$ cat src/rtl/conversor_dec_bin_pkg.sv
// Shared constants, state encoding and sizing helper for the BCD-to-binary converter.
package conversor_dec_bin_pkg;

  localparam int N_DIGITS_DEF = 6;
  localparam int BIN_W_DEF    = 20;

  typedef enum logic [1:0] {
    IDLE = 2'd0,
    BUSY = 2'd1,
    DONE = 2'd2
  } state_t;

  function automatic int cnt_width(input int bin_w);
    return $clog2(bin_w);
  endfunction

  localparam int CNT_W_DEF = cnt_width(BIN_W_DEF);

endpackage

$ cat src/rtl/conversor_dec_bin_adj.sv
// One-nibble correction step of reverse double-dabble: subtract 3 when the nibble is 8 or more.
module bcd_nibble_adj (
  input  logic [3:0] nib,
  output logic [3:0] adj
);

  assign adj = (nib >= 4'd8) ? (nib - 4'd3) : nib;

endmodule

$ cat src/rtl/conversor_dec_bin.sv
// Sequential packed-BCD to binary converter, one bit per clock, valid/ready on both sides.
// Optional nibble validity check enabled by defining CONVERSOR_DEC_BIN_ERR_CHECK_EN.
module conversor_dec_bin
  import conversor_dec_bin_pkg::*;
#(
  parameter int N_DIGITS = N_DIGITS_DEF,
  parameter int BIN_W    = BIN_W_DEF
) (
  input  logic                  clk,
  input  logic                  rst_n,
  input  logic [4*N_DIGITS-1:0] bcd_in,
  input  logic                  in_valid,
  output logic                  in_ready,
  output logic [BIN_W-1:0]      bin_out,
  output logic                  err,
  output logic                  out_valid,
  input  logic                  out_ready
);

  localparam int BCD_W = 4 * N_DIGITS;
  localparam int CNT_W = cnt_width(BIN_W);
  localparam logic [CNT_W-1:0] CNT_LAST = CNT_W'(BIN_W - 1);

  state_t             state, state_nx;
  logic [BCD_W-1:0]   bcd_reg, bcd_nx;
  logic [BIN_W-1:0]   bin_reg, bin_nx;
  logic [CNT_W-1:0]   cnt, cnt_nx;
  logic [BIN_W-1:0]   bin_out_nx;
  logic               err_q, err_nx;
  logic               skip, skip_nx;
  logic               bad_in;

  logic [BCD_W+BIN_W-1:0] shifted;
  logic [BCD_W-1:0]       bcd_adj;

  assign shifted = {bcd_reg, bin_reg} >> 1;

  for (genvar g = 0; g < N_DIGITS; g++) begin : g_adj
    bcd_nibble_adj u_adj (
      .nib (shifted[BIN_W + 4*g +: 4]),
      .adj (bcd_adj[4*g +: 4])
    );
  end

`ifdef CONVERSOR_DEC_BIN_ERR_CHECK_EN
  function automatic logic has_bad_nibble(input logic [BCD_W-1:0] w);
    logic bad;
    bad = 1'b0;
    for (int i = 0; i < N_DIGITS; i++) begin
      if (w[4*i +: 4] > 4'd9) bad = 1'b1;
    end
    return bad;
  endfunction

  assign bad_in = has_bad_nibble(bcd_in);
`else
  assign bad_in = 1'b0;
`endif

  always_ff @(posedge clk or negedge rst_n) begin
    if (!rst_n) begin
      state   <= IDLE;
      bcd_reg <= '0;
      bin_reg <= '0;
      cnt     <= '0;
      bin_out <= '0;
      err_q   <= 1'b0;
      skip    <= 1'b0;
    end else begin
      state   <= state_nx;
      bcd_reg <= bcd_nx;
      bin_reg <= bin_nx;
      cnt     <= cnt_nx;
      bin_out <= bin_out_nx;
      err_q   <= err_nx;
      skip    <= skip_nx;
    end
  end

  always_comb begin
    state_nx   = state;
    bcd_nx     = bcd_reg;
    bin_nx     = bin_reg;
    cnt_nx     = cnt;
    bin_out_nx = bin_out;
    err_nx     = err_q;
    skip_nx    = skip;
    case (state)
      IDLE: begin
        if (in_valid) begin
          state_nx = BUSY;
          bcd_nx   = bcd_in;
          bin_nx   = '0;
          cnt_nx   = '0;
          skip_nx  = bad_in;
        end
      end
      BUSY: begin
        if (skip) begin
          // Invalid word: report it after a single cycle without converting.
          state_nx   = DONE;
          bin_out_nx = '0;
          err_nx     = 1'b1;
          skip_nx    = 1'b0;
          bcd_nx     = '0;
        end else begin
          bcd_nx = bcd_adj;
          bin_nx = shifted[BIN_W-1:0];
          cnt_nx = cnt + CNT_W'(1);
          if (cnt == CNT_LAST) begin
            state_nx   = DONE;
            bin_out_nx = shifted[BIN_W-1:0];
            err_nx     = 1'b0;
            cnt_nx     = '0;
          end
        end
      end
      DONE: begin
        if (out_ready) begin
          state_nx = IDLE;
          err_nx   = 1'b0;
        end
      end
      default: state_nx = IDLE;
    endcase
  end

  assign in_ready  = (state == IDLE);
  assign out_valid = (state == DONE);

`ifdef CONVERSOR_DEC_BIN_ERR_CHECK_EN
  assign err = err_q;
`else
  assign err = 1'b0;
`endif

endmodule

$ cat config.mk
export PLATFORM = sky130hd
export DESIGN_NAME = conversor_dec_bin
export DESIGN_NICKNAME = d
export VERILOG_FILES = /design/src/rtl/conversor_dec_bin_pkg.sv /design/src/rtl/conversor_dec_bin_adj.sv /design/src/rtl/conversor_dec_bin.sv
export SDC_FILE = /design/constraint.sdc
export NUM_CORES = 1
export LEC_CHECK = 0
export BUFFER_PORTS_ARGS = -buffer_cell sky130_fd_sc_hd__buf_2
export CAP_MARGIN = 15
export CELL_PAD_IN_SITES_DETAIL_PLACEMENT = 1
export CELL_PAD_IN_SITES_GLOBAL_PLACEMENT = 1
export CORE_AREA = 2 2 87 89
export CTS_CLUSTER_DIAMETER = 50
export CTS_CLUSTER_SIZE = 10
export DETAILED_ROUTE_END_ITERATION = 10
export DIE_AREA = 0 0 89 91
export GPL_TIMING_DRIVEN = 0
export MAX_ROUTING_LAYER = met4
export PLACE_DENSITY_LB_ADDON = 0.15
export SYNTH_ARGS = -nofsm -noshare
export SYNTH_HDL_FRONTEND = slang
export SYNTH_SLANG_ARGS = --single-unit
$ cat constraint.sdc
create_clock -name clk -period 4.3 [get_ports clk]
set_input_delay 0.215 -clock clk [delete_from_list [all_inputs] [get_ports clk]]
set_output_delay 0.215 -clock clk [all_outputs]
set_load 0.005 [all_outputs]
* Yosys cells after proc, flatten, opt, wreduce, memory -nomap -nowiden
Cells that the tools add are included.
Storage, ports and cells: bits in registers 72, input bits 28, output and inout bits 23
Cells by class: add/sub/neg operators 7, $lt $le $gt $ge 6, equality and inequality tests 7, mux-type cells 25, reductions and logical operators 7
Operators with widths (count):
- 20-bit 2-to-1 mux | 4
- 24-bit 2-to-1 mux | 2
- 24-bit case mux with 2 select lines | 1
- 20-bit case mux with 2 select lines | 1
- 4-bit 2-to-1 mux | 6
- 4-bit >= comparator (second input constant) | 5
- 4-bit by 2-bit subtractor with 4-bit output (second input constant) | 5
- 5-bit 2-to-1 mux | 3
- 5-bit case mux with 2 select lines | 1
- 2-bit 2-to-1 mux | 4
- 2-bit case mux with 3 select lines | 1
- 3-bit AND reduction | 2
- 5-bit by 1-bit adder with 5-bit output (second input constant) | 1
- 5-bit equality test (second input constant) | 1
- 3-bit by 4-bit >= comparator with 1-bit output (second input constant) | 1
- 2-bit != test (second input constant) | 2
- 2-bit AND reduction | 2
- 2-bit nonzero test | 2
- 3-bit by 2-bit subtractor with 4-bit output (second input constant) | 1
- 3-bit != test (second input constant) | 1
- 2-bit by 1-bit equality test with 1-bit output (second input constant) | 1
- 2-bit equality test (second input constant) | 1
- 2-bit zero test | 1
- 2-bit by 1-bit != test with 1-bit output (second input constant) | 1
- other kinds (2) | 2

* Longest topological paths before layout
depth in word-level cells 4, mapped depth 7

* Modules after synthesis
From an unflattened synthesis, not the netlist that was laid out.
Second synthesis, totals: cells, all modules 304, area, all modules 3473.3 um^2
By module, submodules not included:
- conversor_dec_bin | instances 1, cells an instance 238, area each 3015.4 um^2, sequential area each 1751.7 um^2
- bcd_nibble_adj | instances 6, cells an instance 11, area each 76.3 um^2, sequential area each 0.0 um^2

* Least setup slack after synthesis
No wires, ideal clock.
path type reg2reg, start reg cnt[0], end reg bin_out[0], library setup time 0.125 ns, arrival 1.488 ns, data required time 4.175 ns, path slack 2.687 ns, stages on the path, launching flop included 7, path buffers 2, period minus slack after synthesis 1.613 ns, path through dfrtp_1 ha_1 nand4bb_1 or2_1 buf_6 buf_6 mux2_4
On the way: word-level cells in the longest chain between the ends 3
Ends and longest elaborated chain:
- from (decl) | RTL line conversor_dec_bin.sv:27 | logic [CNT_W-1:0] cnt, cnt_nx;
- from (signal assigned) | RTL line conversor_dec_bin.sv:73 | cnt <= cnt_nx;
- 5-bit equality test | RTL line conversor_dec_bin.sv:110 | if (cnt == CNT_LAST) begin
- 2-bit nonzero test (no line)
- 2-bit AND reduction (no line)
- to (signal assigned) | RTL line conversor_dec_bin.sv:74 | bin_out <= bin_out_nx;
- to (decl) | RTL line conversor_dec_bin.sv:14 | output logic [BIN_W-1:0] bin_out,
Every way passes these cells. A chain may end at the register's enable or synchronous reset.

* Final worst setup path
start reg cnt[0], end reg bin_out[6]
Same word-level chain as after synthesis.

==> run summary <==
Status: finished, violations left
Violated checks: hold timing
Drt wl/cell: 16.2 microns
Max FFs per register: 24
Nets: 387
CP Capture Type: flop
Longest Clk Path Bufs: 2
Drt pass-1 iters: 4
Setup_tns: 0 ns
Via count: 2390
Die area: 0.00810 sq mm
Total CTS buffers: 9
Most common cell in the netlist: dfrtp_1
Final WS setup: 2.52 ns
Final Cycle Share: 41.5%
Antenna-violating nets left: 0
Via/cell ratio: 5.30
RePlAce Congestion: 0.825
Syn_nets: 327
CP Launch Type: flop
Layout cells sized above 1: 27.3%
Antenna violations before repair: 0
Ys flop type: dfrtp_1
Final WL: 7300 microns
Input/output buffers: 49
Worst relative slew slack: 42.1%
Maxcap violations: 0
PD cells: 711 mW/mm^2
Hold Slack: -0.00868 ns
Met3 wire length: 222 microns
Ant diodes: 0
Number of flops mapped to enable cells by yosys: 0
Post-CTS Setup Inserts: 0
Clk_skew: 0.00976 ns
Seq/Total Area, Yosys: 52.6%
H-tree depth: 3
Die Wd: 89 microns
Vias in the first global route: 2376
Minimum clock period: 1.78 ns
Most frequent cells after synthesis: dfrtp_1, nand2_1, a22o_1, a31oi_1, mux2_4
Final Hold Fails: 6
CTS Hold Bufs: 0
First-pass GRT wire length: 12100 microns
Synth Warn #: 0
Die Y-Extent: 91 microns
Largest cells by area after synthesis: dfrtp_1, mux2_4, a22o_1
Metal2 WL: 3670 microns
WP data arrival: 2.00 ns
VDD IR-drop max: 0.278 mV
Gr ovfl total: 0
CTS tree: yes
DRT iter0 DRCs: 65
FP Rows: 31
Pins Over Slew Limit: 0
Tot GR Track Use: 19.9%
Synthesized area: 0.00333 sq mm
Worst setup path category: flop to flop
Clk sinks: 70
Root Buffer Master: clkbuf_8
Yosys reg bits: 70
I/O Pins: 51
Synthesized instance count: 288
Initial Utilization: 46.6%
Synth Area per Inst: 11.6 sq um
Fillers: 796
Skew-Pair Late Insertion Delay: 0.34 ns
Post-synth top area cell: dfrtp_1
Pre-CTS setup slack: 2.52 ns
Final Setup Violations: 0
Area fraction of the dominant cell type after synthesis: 52.6%
Worst slew pin tran: 0.869 ns
Async S/R FF share, synth: 100%
Min-Delay Path Class: input port to asynchronous set/reset pin
Post-cts sizing count: 0
Placed Cells: 436
Layout Utilization: 54.8%
Pleak: 2.02 nW
Critical Path RT: 4.52 ns
Clock Pin Slew Worst Setup and Hold Paths: 0.07 ns
Wire length on met1: 3320 microns
DR top layer: met4
Fmax achieved: 0.560 GHz
DR DRC count: 0
Synth-to-Final Area Change: 17.5%
RSZ-0062 raised after global routing: no
Cell variety after synth: 37
Core box area: 0.00714 sq mm
Critical Path Fanout Max: 10
Half-perimeter wire length after placement: 5140 microns
Non-Filler Instances: 451
Largest net degree at the start of global routing: 71
-- cells by family after synthesis --
group	after synthesis	share of synthesized area, %
compound gates	64	13.9
xor+xnor	10	2.63
fa+ha+maj	11	4.14
buf+inv	31	4.81
flops	70	52.6
mux	28	11.2
other cells	1	0.113
simple gates	73	10.6
-- final cells by class --
type | count | area [sq um] | share of cell area (%)
Buffer | 20 | 119 | 3.04
Clock buffer | 9 | 124 | 3.17
Clock inverter | 6 | 87.6 | 2.24
Inverter | 11 | 41.3 | 1.06
Multi-Input combinational cell | 187 | 1420 | 36.2
Sequential cell | 70 | 1750 | 44.8
Tap cell | 99 | 124 | 3.17
Timing Repair Buffer | 49 | 248 | 6.33
-- critical path, cell delays in order, from the launching register on --
cell       delay, ns
dfrtp_1         0.40
ha_1            0.25
nand4bb_1       0.18
or2_1           0.25
buf_6           0.13
buf_6           0.15
mux2_4          0.30
-- power by group --
| group | internal [mW] | switching, mW | total (mW) |
|---|---|---|---|
| combinational | 0.536 | 0.488 | 1.02 |
| clock | 0.323 | 0.247 | 0.570 |
| sequential | 0.933 | 0.255 | 1.19 |
-- per-layer routing --
layer | up-vias | GRT usage (%)
li1 | 1123 | -
met1 | 1214 | 25.9
met2 | 45 | 31.7
met3 | 8 | 3.55
met4 | 0 | 5.85
met5 | - | -
-- cells in the final DEF (no fill, tap or decap), types with 6 or more instances in the layout --
master	count
dfrtp_1	70
buf_2	53
nand2_1	40
a22o_1	20
mux2_4	18
a31oi_1	18
inv_1	11
ha_1	11
nor2_1	9
clkbuf_1	9
clkbuf_8	9
nor2b_1	8
mux2i_1	8
o21ai_0	6
a21oi_1	6
-- through the flow --
stage	cell area, sq um	power [mW]	hold slack, ns
floorplan	3330	1.90	-0.0806
global placement	3700	2.17	0.407
detailed placement	3700	2.24	0.392
CTS	3910	2.83	0.0227
global route	3910	3.01	0.0506
finish	3910	2.78	-0.00868
-- path summary, 6_finish.rpt --
check | end | from | depth (start not counted) | slack (ns)
setup reg to reg | bin_out[6] | cnt[0] | 6 | 2.52
hold reg to reg | bin_out[15] | bin_out[15] | 1 | 0.51
min in group clk | state[1] | out_ready | 2 | 0.11
max in group asynchronous | bcd_reg[22] | rst_n | 1 | 3.75
hold / removal | bin_out[12] | rst_n | 1 | -0.009
setup / recovery | bin_out[6] | cnt[0] | 6 | 2.52
No activity file was read; power rests on OpenSTA's default activity.
